--- src/rtl/ysyx_24090012_lsu_pkg.sv ---
`default_nettype none
// ysyx_24090012_lsu_pkg -- shared opcodes, funct3 codes and FSM state type. Rev 1.0
package ysyx_24090012_lsu_pkg;

  localparam logic [6:0] OPC_LOAD  = 7'b0000011;
  localparam logic [6:0] OPC_STORE = 7'b0100011;

  localparam logic [2:0] F3_B  = 3'b000;
  localparam logic [2:0] F3_H  = 3'b001;
  localparam logic [2:0] F3_W  = 3'b010;
  localparam logic [2:0] F3_BU = 3'b100;
  localparam logic [2:0] F3_HU = 3'b101;

  typedef enum logic [1:0] {
    IDLE = 2'd0,
    REQ  = 2'd1,
    WAIT = 2'd2,
    ACK  = 2'd3
  } lsu_state_e;

  function automatic logic is_mem_opcode(input logic [6:0] opc);
    return (opc == OPC_LOAD) || (opc == OPC_STORE);
  endfunction

endpackage
`default_nettype wire

--- src/rtl/ysyx_24090012_lsu_if.sv ---
`default_nettype none
// ysyx_24090012_lsu_if -- EXU request port plus data-memory bus, master = LSU side. Rev 1.0
interface ysyx_24090012_lsu_if #(
  parameter int ADDR_W = 32,
  parameter int DATA_W = 32
);

  logic              mem_valid;
  logic [ADDR_W-1:0] mem_addr;
  logic [DATA_W-1:0] mem_wdata;
  logic [31:0]       exu_to_lsu_inst;
  logic              mem_ready;
  logic [DATA_W-1:0] lsu_rdata;
  logic              lsu_is_load;
  logic              lsu_misalign;

  logic              bus_req_valid;
  logic              bus_req_ready;
  logic [ADDR_W-1:0] bus_addr;
  logic              bus_wen;
  logic [DATA_W-1:0] bus_wdata;
  logic [3:0]        bus_wmask;
  logic              bus_resp_valid;
  logic [DATA_W-1:0] bus_resp_rdata;

  modport master (
    input  mem_valid, mem_addr, mem_wdata, exu_to_lsu_inst,
    input  bus_req_ready, bus_resp_valid, bus_resp_rdata,
    output mem_ready, lsu_rdata, lsu_is_load, lsu_misalign,
    output bus_req_valid, bus_addr, bus_wen, bus_wdata, bus_wmask
  );

  modport slave (
    output mem_valid, mem_addr, mem_wdata, exu_to_lsu_inst,
    output bus_req_ready, bus_resp_valid, bus_resp_rdata,
    input  mem_ready, lsu_rdata, lsu_is_load, lsu_misalign,
    input  bus_req_valid, bus_addr, bus_wen, bus_wdata, bus_wmask
  );

endinterface
`default_nettype wire

--- src/rtl/ysyx_24090012_lsu_align.sv ---
`default_nettype none
// ysyx_24090012_lsu_align -- byte-lane mask/shift for stores, shift/extend for loads, alignment flag.
// Rev 1.0
module ysyx_24090012_lsu_align
  import ysyx_24090012_lsu_pkg::*;
(
  input  logic [2:0]  funct3,
  input  logic [1:0]  off,
  input  logic [31:0] wdata,
  input  logic [31:0] rword,
  output logic [3:0]  wmask,
  output logic [31:0] wdata_sh,
  output logic [31:0] rdata_ext,
  output logic        misalign
);

  logic [31:0] rsh;
  logic [31:0] wsh;

  always_comb begin
    rsh       = rword >> {off, 3'b000};
    wsh       = wdata << {off, 3'b000};
    wmask     = 4'b1111;
    wdata_sh  = wdata;
    rdata_ext = rword;
    misalign  = 1'b0;
    // funct3[2] distinguishes the zero-extending BU/HU from signed B/H
    case (funct3)
      F3_B, F3_BU: begin
        wmask     = 4'b0001 << off;
        wdata_sh  = wsh;
        rdata_ext = {{24{rsh[7] & ~funct3[2]}}, rsh[7:0]};
      end
      F3_H, F3_HU: begin
        wmask     = 4'b0011 << off;
        wdata_sh  = wsh;
        rdata_ext = {{16{rsh[15] & ~funct3[2]}}, rsh[15:0]};
        misalign  = off[0];
      end
      F3_W: begin
        misalign  = (off != 2'b00);
      end
      default: begin
        misalign  = (off != 2'b00);
      end
    endcase
  end

endmodule
`default_nettype wire

--- src/rtl/ysyx_24090012_lsu.sv ---
`default_nettype none
// ysyx_24090012_lsu -- LSU top: request FSM and capture registers. Rev 1.0
// Optional macro YSYX_24090012_LSU_ALIGN_CHECK_EN: misaligned H/W accesses complete without bus traffic.
module ysyx_24090012_lsu #(
  parameter int ADDR_W = 32,
  parameter int DATA_W = 32
) (
  input  logic clk,
  input  logic rst,
  ysyx_24090012_lsu_if.master io
);

  import ysyx_24090012_lsu_pkg::*;

  lsu_state_e        state_q, state_d;
  logic              mem_ready_q, mem_ready_d;
  logic              is_load_q, is_load_d;
  logic              misalign_q, misalign_d;
  logic [2:0]        funct3_q, funct3_d;
  logic [1:0]        off_q, off_d;
  logic [DATA_W-1:0] rdata_q, rdata_d;
  logic              bus_req_valid_q, bus_req_valid_d;
  logic [ADDR_W-1:0] bus_addr_q, bus_addr_d;
  logic              bus_wen_q, bus_wen_d;
  logic [DATA_W-1:0] bus_wdata_q, bus_wdata_d;
  logic [3:0]        bus_wmask_q, bus_wmask_d;

  logic [6:0]  in_opcode;
  logic        in_is_load;
  logic        in_is_store;
  logic        in_idle;
  logic [2:0]  al_funct3;
  logic [1:0]  al_off;
  logic [3:0]  al_wmask;
  logic [31:0] al_wdata;
  logic [31:0] al_rdata;
  logic        al_misalign;
  logic        trap;

  assign in_opcode   = io.exu_to_lsu_inst[6:0];
  assign in_is_load  = (in_opcode == OPC_LOAD);
  assign in_is_store = (in_opcode == OPC_STORE);
  assign in_idle     = (state_q == IDLE);

  // Live EXU fields feed the aligner while accepting; captured ones afterwards.
  assign al_funct3 = in_idle ? io.exu_to_lsu_inst[14:12] : funct3_q;
  assign al_off    = in_idle ? io.mem_addr[1:0] : off_q;

  ysyx_24090012_lsu_align u_align (
    .funct3    (al_funct3),
    .off       (al_off),
    .wdata     (io.mem_wdata),
    .rword     (io.bus_resp_rdata),
    .wmask     (al_wmask),
    .wdata_sh  (al_wdata),
    .rdata_ext (al_rdata),
    .misalign  (al_misalign)
  );

`ifdef YSYX_24090012_LSU_ALIGN_CHECK_EN
  assign trap = al_misalign;
`else
  assign trap = 1'b0;
`endif

  always_comb begin
    state_d         = state_q;
    mem_ready_d     = 1'b0;
    is_load_d       = is_load_q;
    misalign_d      = misalign_q;
    funct3_d        = funct3_q;
    off_d           = off_q;
    rdata_d         = rdata_q;
    bus_req_valid_d = bus_req_valid_q;
    bus_addr_d      = bus_addr_q;
    bus_wen_d       = bus_wen_q;
    bus_wdata_d     = bus_wdata_q;
    bus_wmask_d     = bus_wmask_q;

    case (state_q)
      IDLE: begin
        if (io.mem_valid) begin
          is_load_d  = in_is_load;
          misalign_d = 1'b0;
          funct3_d   = io.exu_to_lsu_inst[14:12];
          off_d      = io.mem_addr[1:0];
          rdata_d    = '0;
          if (is_mem_opcode(in_opcode) && !trap) begin
            state_d         = REQ;
            bus_req_valid_d = 1'b1;
            bus_addr_d      = {io.mem_addr[ADDR_W-1:2], 2'b00};
            bus_wen_d       = in_is_store;
            bus_wdata_d     = in_is_store ? al_wdata : '0;
            bus_wmask_d     = in_is_store ? al_wmask : 4'b0000;
          end else begin
            state_d     = ACK;
            mem_ready_d = 1'b1;
            misalign_d  = trap;
          end
        end
      end
      REQ: begin
        if (io.bus_req_ready) begin
          bus_req_valid_d = 1'b0;
          if (io.bus_resp_valid) begin
            state_d     = ACK;
            mem_ready_d = 1'b1;
            rdata_d     = is_load_q ? al_rdata : '0;
          end else begin
            state_d = WAIT;
          end
        end
      end
      WAIT: begin
        if (io.bus_resp_valid) begin
          state_d     = ACK;
          mem_ready_d = 1'b1;
          rdata_d     = is_load_q ? al_rdata : '0;
        end
      end
      ACK: begin
        state_d = IDLE;
      end
      default: begin
        state_d = IDLE;
      end
    endcase
  end

  always_ff @(posedge clk or posedge rst) begin
    if (rst) begin
      state_q         <= IDLE;
      mem_ready_q     <= 1'b0;
      is_load_q       <= 1'b0;
      misalign_q      <= 1'b0;
      funct3_q        <= 3'b000;
      off_q           <= 2'b00;
      rdata_q         <= '0;
      bus_req_valid_q <= 1'b0;
      bus_addr_q      <= '0;
      bus_wen_q       <= 1'b0;
      bus_wdata_q     <= '0;
      bus_wmask_q     <= 4'b0000;
    end else begin
      state_q         <= state_d;
      mem_ready_q     <= mem_ready_d;
      is_load_q       <= is_load_d;
      misalign_q      <= misalign_d;
      funct3_q        <= funct3_d;
      off_q           <= off_d;
      rdata_q         <= rdata_d;
      bus_req_valid_q <= bus_req_valid_d;
      bus_addr_q      <= bus_addr_d;
      bus_wen_q       <= bus_wen_d;
      bus_wdata_q     <= bus_wdata_d;
      bus_wmask_q     <= bus_wmask_d;
    end
  end

  assign io.mem_ready     = mem_ready_q;
  assign io.lsu_rdata     = rdata_q;
  assign io.lsu_is_load   = is_load_q;
  assign io.bus_req_valid = bus_req_valid_q;
  assign io.bus_addr      = bus_addr_q;
  assign io.bus_wen       = bus_wen_q;
  assign io.bus_wdata     = bus_wdata_q;
  assign io.bus_wmask     = bus_wmask_q;

  logic unused_ok;
`ifdef YSYX_24090012_LSU_ALIGN_CHECK_EN
  assign io.lsu_misalign = misalign_q;
  assign unused_ok = ^{io.exu_to_lsu_inst[31:15], io.exu_to_lsu_inst[11:7]};
`else
  assign io.lsu_misalign = 1'b0;
  assign unused_ok = ^{io.exu_to_lsu_inst[31:15], io.exu_to_lsu_inst[11:7],
                       al_misalign, misalign_q};
`endif

endmodule
`default_nettype wire

--- src/flat_wrapper.sv ---
// flat-port wrapper written by rule: the top's interface ports become plain ports
module ysyx_24090012_lsu_flat import ysyx_24090012_lsu_pkg::*;
#(
  parameter int ADDR_W = 32,
  parameter int DATA_W = 32
)
  (clk, rst, io_mem_valid, io_mem_addr, io_mem_wdata, io_exu_to_lsu_inst, io_bus_req_ready, io_bus_resp_valid, io_bus_resp_rdata, io_mem_ready, io_lsu_rdata, io_lsu_is_load, io_lsu_misalign, io_bus_req_valid, io_bus_addr, io_bus_wen, io_bus_wdata, io_bus_wmask);
  ysyx_24090012_lsu_if #(.ADDR_W(ADDR_W), .DATA_W(DATA_W)) io_i ();
  input  logic clk;
  input  logic rst;
  input wire logic [$bits(io_i.mem_valid)-1:0] io_mem_valid;
  input wire logic [$bits(io_i.mem_addr)-1:0] io_mem_addr;
  input wire logic [$bits(io_i.mem_wdata)-1:0] io_mem_wdata;
  input wire logic [$bits(io_i.exu_to_lsu_inst)-1:0] io_exu_to_lsu_inst;
  input wire logic [$bits(io_i.bus_req_ready)-1:0] io_bus_req_ready;
  input wire logic [$bits(io_i.bus_resp_valid)-1:0] io_bus_resp_valid;
  input wire logic [$bits(io_i.bus_resp_rdata)-1:0] io_bus_resp_rdata;
  output wire logic [$bits(io_i.mem_ready)-1:0] io_mem_ready;
  output wire logic [$bits(io_i.lsu_rdata)-1:0] io_lsu_rdata;
  output wire logic [$bits(io_i.lsu_is_load)-1:0] io_lsu_is_load;
  output wire logic [$bits(io_i.lsu_misalign)-1:0] io_lsu_misalign;
  output wire logic [$bits(io_i.bus_req_valid)-1:0] io_bus_req_valid;
  output wire logic [$bits(io_i.bus_addr)-1:0] io_bus_addr;
  output wire logic [$bits(io_i.bus_wen)-1:0] io_bus_wen;
  output wire logic [$bits(io_i.bus_wdata)-1:0] io_bus_wdata;
  output wire logic [$bits(io_i.bus_wmask)-1:0] io_bus_wmask;
  assign io_i.mem_valid = io_mem_valid;
  assign io_i.mem_addr = io_mem_addr;
  assign io_i.mem_wdata = io_mem_wdata;
  assign io_i.exu_to_lsu_inst = io_exu_to_lsu_inst;
  assign io_i.bus_req_ready = io_bus_req_ready;
  assign io_i.bus_resp_valid = io_bus_resp_valid;
  assign io_i.bus_resp_rdata = io_bus_resp_rdata;
  assign io_mem_ready = io_i.mem_ready;
  assign io_lsu_rdata = io_i.lsu_rdata;
  assign io_lsu_is_load = io_i.lsu_is_load;
  assign io_lsu_misalign = io_i.lsu_misalign;
  assign io_bus_req_valid = io_i.bus_req_valid;
  assign io_bus_addr = io_i.bus_addr;
  assign io_bus_wen = io_i.bus_wen;
  assign io_bus_wdata = io_i.bus_wdata;
  assign io_bus_wmask = io_i.bus_wmask;
  ysyx_24090012_lsu #(.ADDR_W(ADDR_W), .DATA_W(DATA_W)) u_core (.clk(clk), .rst(rst), .io(io_i));
endmodule
--- config.mk ---
export PLATFORM = sky130hd
export DESIGN_NAME = ysyx_24090012_lsu_flat
export DESIGN_NICKNAME = d
export VERILOG_FILES = /design/src/rtl/ysyx_24090012_lsu_pkg.sv /design/src/rtl/ysyx_24090012_lsu_if.sv /design/src/rtl/ysyx_24090012_lsu_align.sv /design/src/rtl/ysyx_24090012_lsu.sv /design/src/flat_wrapper.sv
export SDC_FILE = /design/constraint.sdc
export NUM_CORES = 1
export LEC_CHECK = 0
export ABC_CLOCK_PERIOD_IN_PS = 3730
export BUFFER_PORTS_ARGS = -buffer_cell sky130_fd_sc_hd__buf_2
export CAP_MARGIN = 20
export CORE_MARGIN = 5
export CORE_UTILIZATION = 29
export DETAILED_ROUTE_END_ITERATION = 10
export GPL_ROUTABILITY_DRIVEN = 0
export GPL_TIMING_DRIVEN = 0
export HOLD_SLACK_MARGIN = 0.05
export PLACE_DENSITY = 0.56
export SYNTH_ARGS = -nofsm -noshare
export SYNTH_HDL_FRONTEND = slang
export SYNTH_SLANG_ARGS = --single-unit
--- constraint.sdc ---
create_clock -name clk -period 3.73 [get_ports clk]
set_input_delay 0.5595 -clock clk [delete_from_list [all_inputs] [get_ports clk]]
set_output_delay 0.5595 -clock clk [all_outputs]
set_load 0.05 [all_outputs]
==> impl_metrics.yaml <==
clocking:
  ctsResizeCount: 0
  cts_root_buf: "clkbuf_16"
  cts_buffers: 9
  clockBufferDepth: 2
  insertion_delay_ns: 0.35
  h-tree-depth: 3
  cts_tree: "yes"
  cts_hold_buf: 0
  clkSinkCount: 109
  clk_pin_slew_worst_paths_ns: 0.07
  post_cts_buffers: 0
worst_setup_path:
  crit_end: "u_core.io.bus_wdata[28]"
  cp-end-kind: "flip-flop"
  cp_data_arrival_time_ns: 2.86
  crit_fanout: 10
  slowest_delay_ns: 0.43
  cp-startpoint: "u_core.state_q[0]"
  timing.rr.end: "u_core.io.bus_wdata[28]"
  crit_chain: "inv_1, ha_1, buf_6, mux2_4, nor2_1, buf_2, nand2_1, o22ai_1, o31ai_1"
  reg2reg_from: "u_core.state_q[0]"
  start_kind: "flip-flop"
  critPathRequiredTime_ns: 3.96
  reg2reg_depth: 9
  reg2reg_slack_ns: 1.10
  critical_path_class: "flip-flop to flip-flop"
  slowest_stage: "dfrtp_1"
global_route:
  grt_max_degree: 82
  grt_usage_pct: 18.14
  grt_overflow: 0
  grt_pass1_wl_um: 30720
  grt_pass1_vias: 5332
  antenna_found_initial: 4
finish:
  final_common_cell: "buf_2"
  synthToLayoutAreaGrowth_pct: 31.32
  layout_common_cells: "buf_2, nand2_1, dfrtp_1"
  multi_input_area_sq_mm: 0.002480
  seqCellArea_sq_mm: 0.002728
  nNetsFinal: 953
  nFillCells: 1932
  drive_gt1_share_pct: 33.82
detailed_routing:
  met3_length_um: 1232
  ant_nets: 0
  via_count: 5188
  wl_per_cell_um: 18.70
  vias_per_cell: 4.913
  drt_iter0_markers: 281
  firstDrtPassIters: 5
  drc: 0
  top_layer: "met5"
  dr_wl_met2_um: 9217
  routed_wl_um: 19750
  met1Wirelength_um: 8895
placement:
  port-buffer-count: 212
  dpl.hpwl_um: 15280
synth:
  yosys.area_share.simple_pct: 18.29
  ys_ff_latch: 109
  synth_edf_count: 0
  synth_top_family_by_area: "compound AO/OA/AOI/OAI gates"
  muxShareOfSynthArea_pct: 4.261
  synth-compound-area-share_pct: 21.97
  ys.flop_type: "dfrtp_1"
  synth.distinct_cells: 55
  syn-cell-area_sq_mm: 0.005433
  yosysWarningCount: 0
  synth_xor_area_share_pct: 0
  synthArstFlopShare_pct: 100.0
  avgSynthCellArea_sq_um: 9.208
  postSynthCellCount: 590
  seq_area_frac_synth_pct: 50.21
  synth_fa_ha_area_share_pct: 0.9212
timing:
  fmax_ghz: 0.3802
  setup_viol: 0
  worst_pin_slew_ns: 0.9595
  hold_ws_ns: 0.1623
  period_share_pct: 70.52
  maxSlewViolCount: 0
  relSlewSlack_pct: 36.03
  fin_crit_ns: 2.630
  clock_skew_ns: 0.006351
  hold_viol: 0
  rsz0062_at_grt: "no"
floorplanning:
  rows: 50
  core_sq_mm: 0.01858
  die_x_um: 146.9
  die-area_sq_mm: 0.02157
  die_h_um: 146.9
  ioPinCount: 238
  start_util_pct: 29.24
power:
  netSwitchingFraction_pct: 45.78
  p_int_mw: 2.580
  power_mw: 4.759
  p_sw_mw: 2.179
  leakagePower_nw: 3.833
  combPwrFrac_pct: 49.0
  clkPwrFrac_pct: 21.2
  seq_power_share_pct: 29.8
  p_per_area_mw_per_mm2: 667.0
  max-vdd-ir-drop_mv: 0.3104
run_status:
  outcome: "complete, no violations"
hold_path:
  hp-class: "input pin to async pin"
flow_run:
  max-cap-violations: 0
[routing by layer]
layer,global-route usage [%],vias to the layer above
li1,-,2534
met1,23.46,2443
met2,29.98,180
met3,4.411,27
met4,5.738,4
met5,0,-
[flip-flops by register name (all words and copies together), names as in the netlist, 2 cells and up]
| signal | count |
|---|---|
| u_core.state_q | 2 |
| u_core.io.bus_addr | 30 |
| u_core.funct3_q | 3 |
| u_core.io.bus_wmask | 4 |
| u_core.io.bus_wdata | 32 |
| u_core.off_q | 2 |
| u_core.io.lsu_rdata | 32 |
[area by class of cell]
cell class,count,area share [%]
antenna,3,0.1052
buffer,39,2.788
clock buffer,13,3.788
clock inverter,1,0.4209
inverter,9,0.5437
multi-input combinational,435,34.76
sequential,109,38.23
tap,234,4.104
timing repair buffer,213,15.26
[cells in the mapped netlist (8+ instances only)]
master,number,share of area (%)
dfrtp_1,109,50
a22oi_1,16,2.2
a221o_1,16,2.9
a221oi_1,11,1.8
a21oi_1,19,1.8
o21ai_0,36,3.3
o22ai_1,9,1.0
inv_1,8,0.55
buf_2,12,1.1
nor2_1,29,2.0
nand2_1,194,13
mux2i_1,8,1.5
a22o_1,8,1.3
clkbuf_1,19,1.3
[power by group through the flow]
stage                     logic (mW)  registers (mW)  clock network, mW
final                           2.33            1.42               1.01
after global routing            2.53            1.44               1.08
after CTS                       2.35            1.42               1.04
after detailed placement        2.34            1.44                  0
after global placement          2.33            1.43                  0
after floorplan                 1.28            1.79                  0
[how the worst min path moves through the flow]
stage / cells past startpoint / slack, ns / endpoint
floorplan: 1 / 0.51 / u_core.funct3_q[2]
global placement: 2 / 0.45 / u_core.io.bus_addr[5]
detailed placement: 2 / 0.46 / u_core.io.bus_addr[2]
CTS: 2 / 0.16 / u_core.io.bus_addr[24]
global route: 2 / 0.18 / u_core.io.bus_addr[24]
finish: 2 / 0.16 / u_core.io.bus_addr[24]
[cells by family after synthesis]
| logic type | after synthesis |
|---|---|
| multiplexers | 19 |
| AND/OR/NAND/NOR | 247 |
| adder cells (fa/ha/maj) | 4 |
| other | 1 |
| buffers and inverters | 48 |
| flip-flops | 109 |
| AO/OA/AOI/OAI | 162 |
[per-stage QoR]
step | instances | instance area, sq um | TNS (ns) | setup WS [ns] | util (%)
after CTS | 1053 | 7127 | 0 | 1.108 | 38.36
after floorplan | 592 | 5440 | 0 | 0.2966 | -
after global routing | 1054 | 7129 | 0 | 0.9563 | 38.37
after detailed placement | 1039 | 6827 | 0 | 1.126 | 36.74
after global placement | 1038 | 6794 | -137.00 | -1.266 | 36.57
final | 1056 | 7134 | 0 | 1.100 | 38.40
[worst max-delay path, delay by kind of cell, from the launching register on]
kind / cells / cell delay [ns]
buf+inv: 3 / 0.66
flops: 1 / 0.43
simple gates: 2 / 0.57
mux: 1 / 0.34
fa+ha+maj: 1 / 0.17
compound gates: 2 / 0.32
Power figures use the tool's default switching activity.
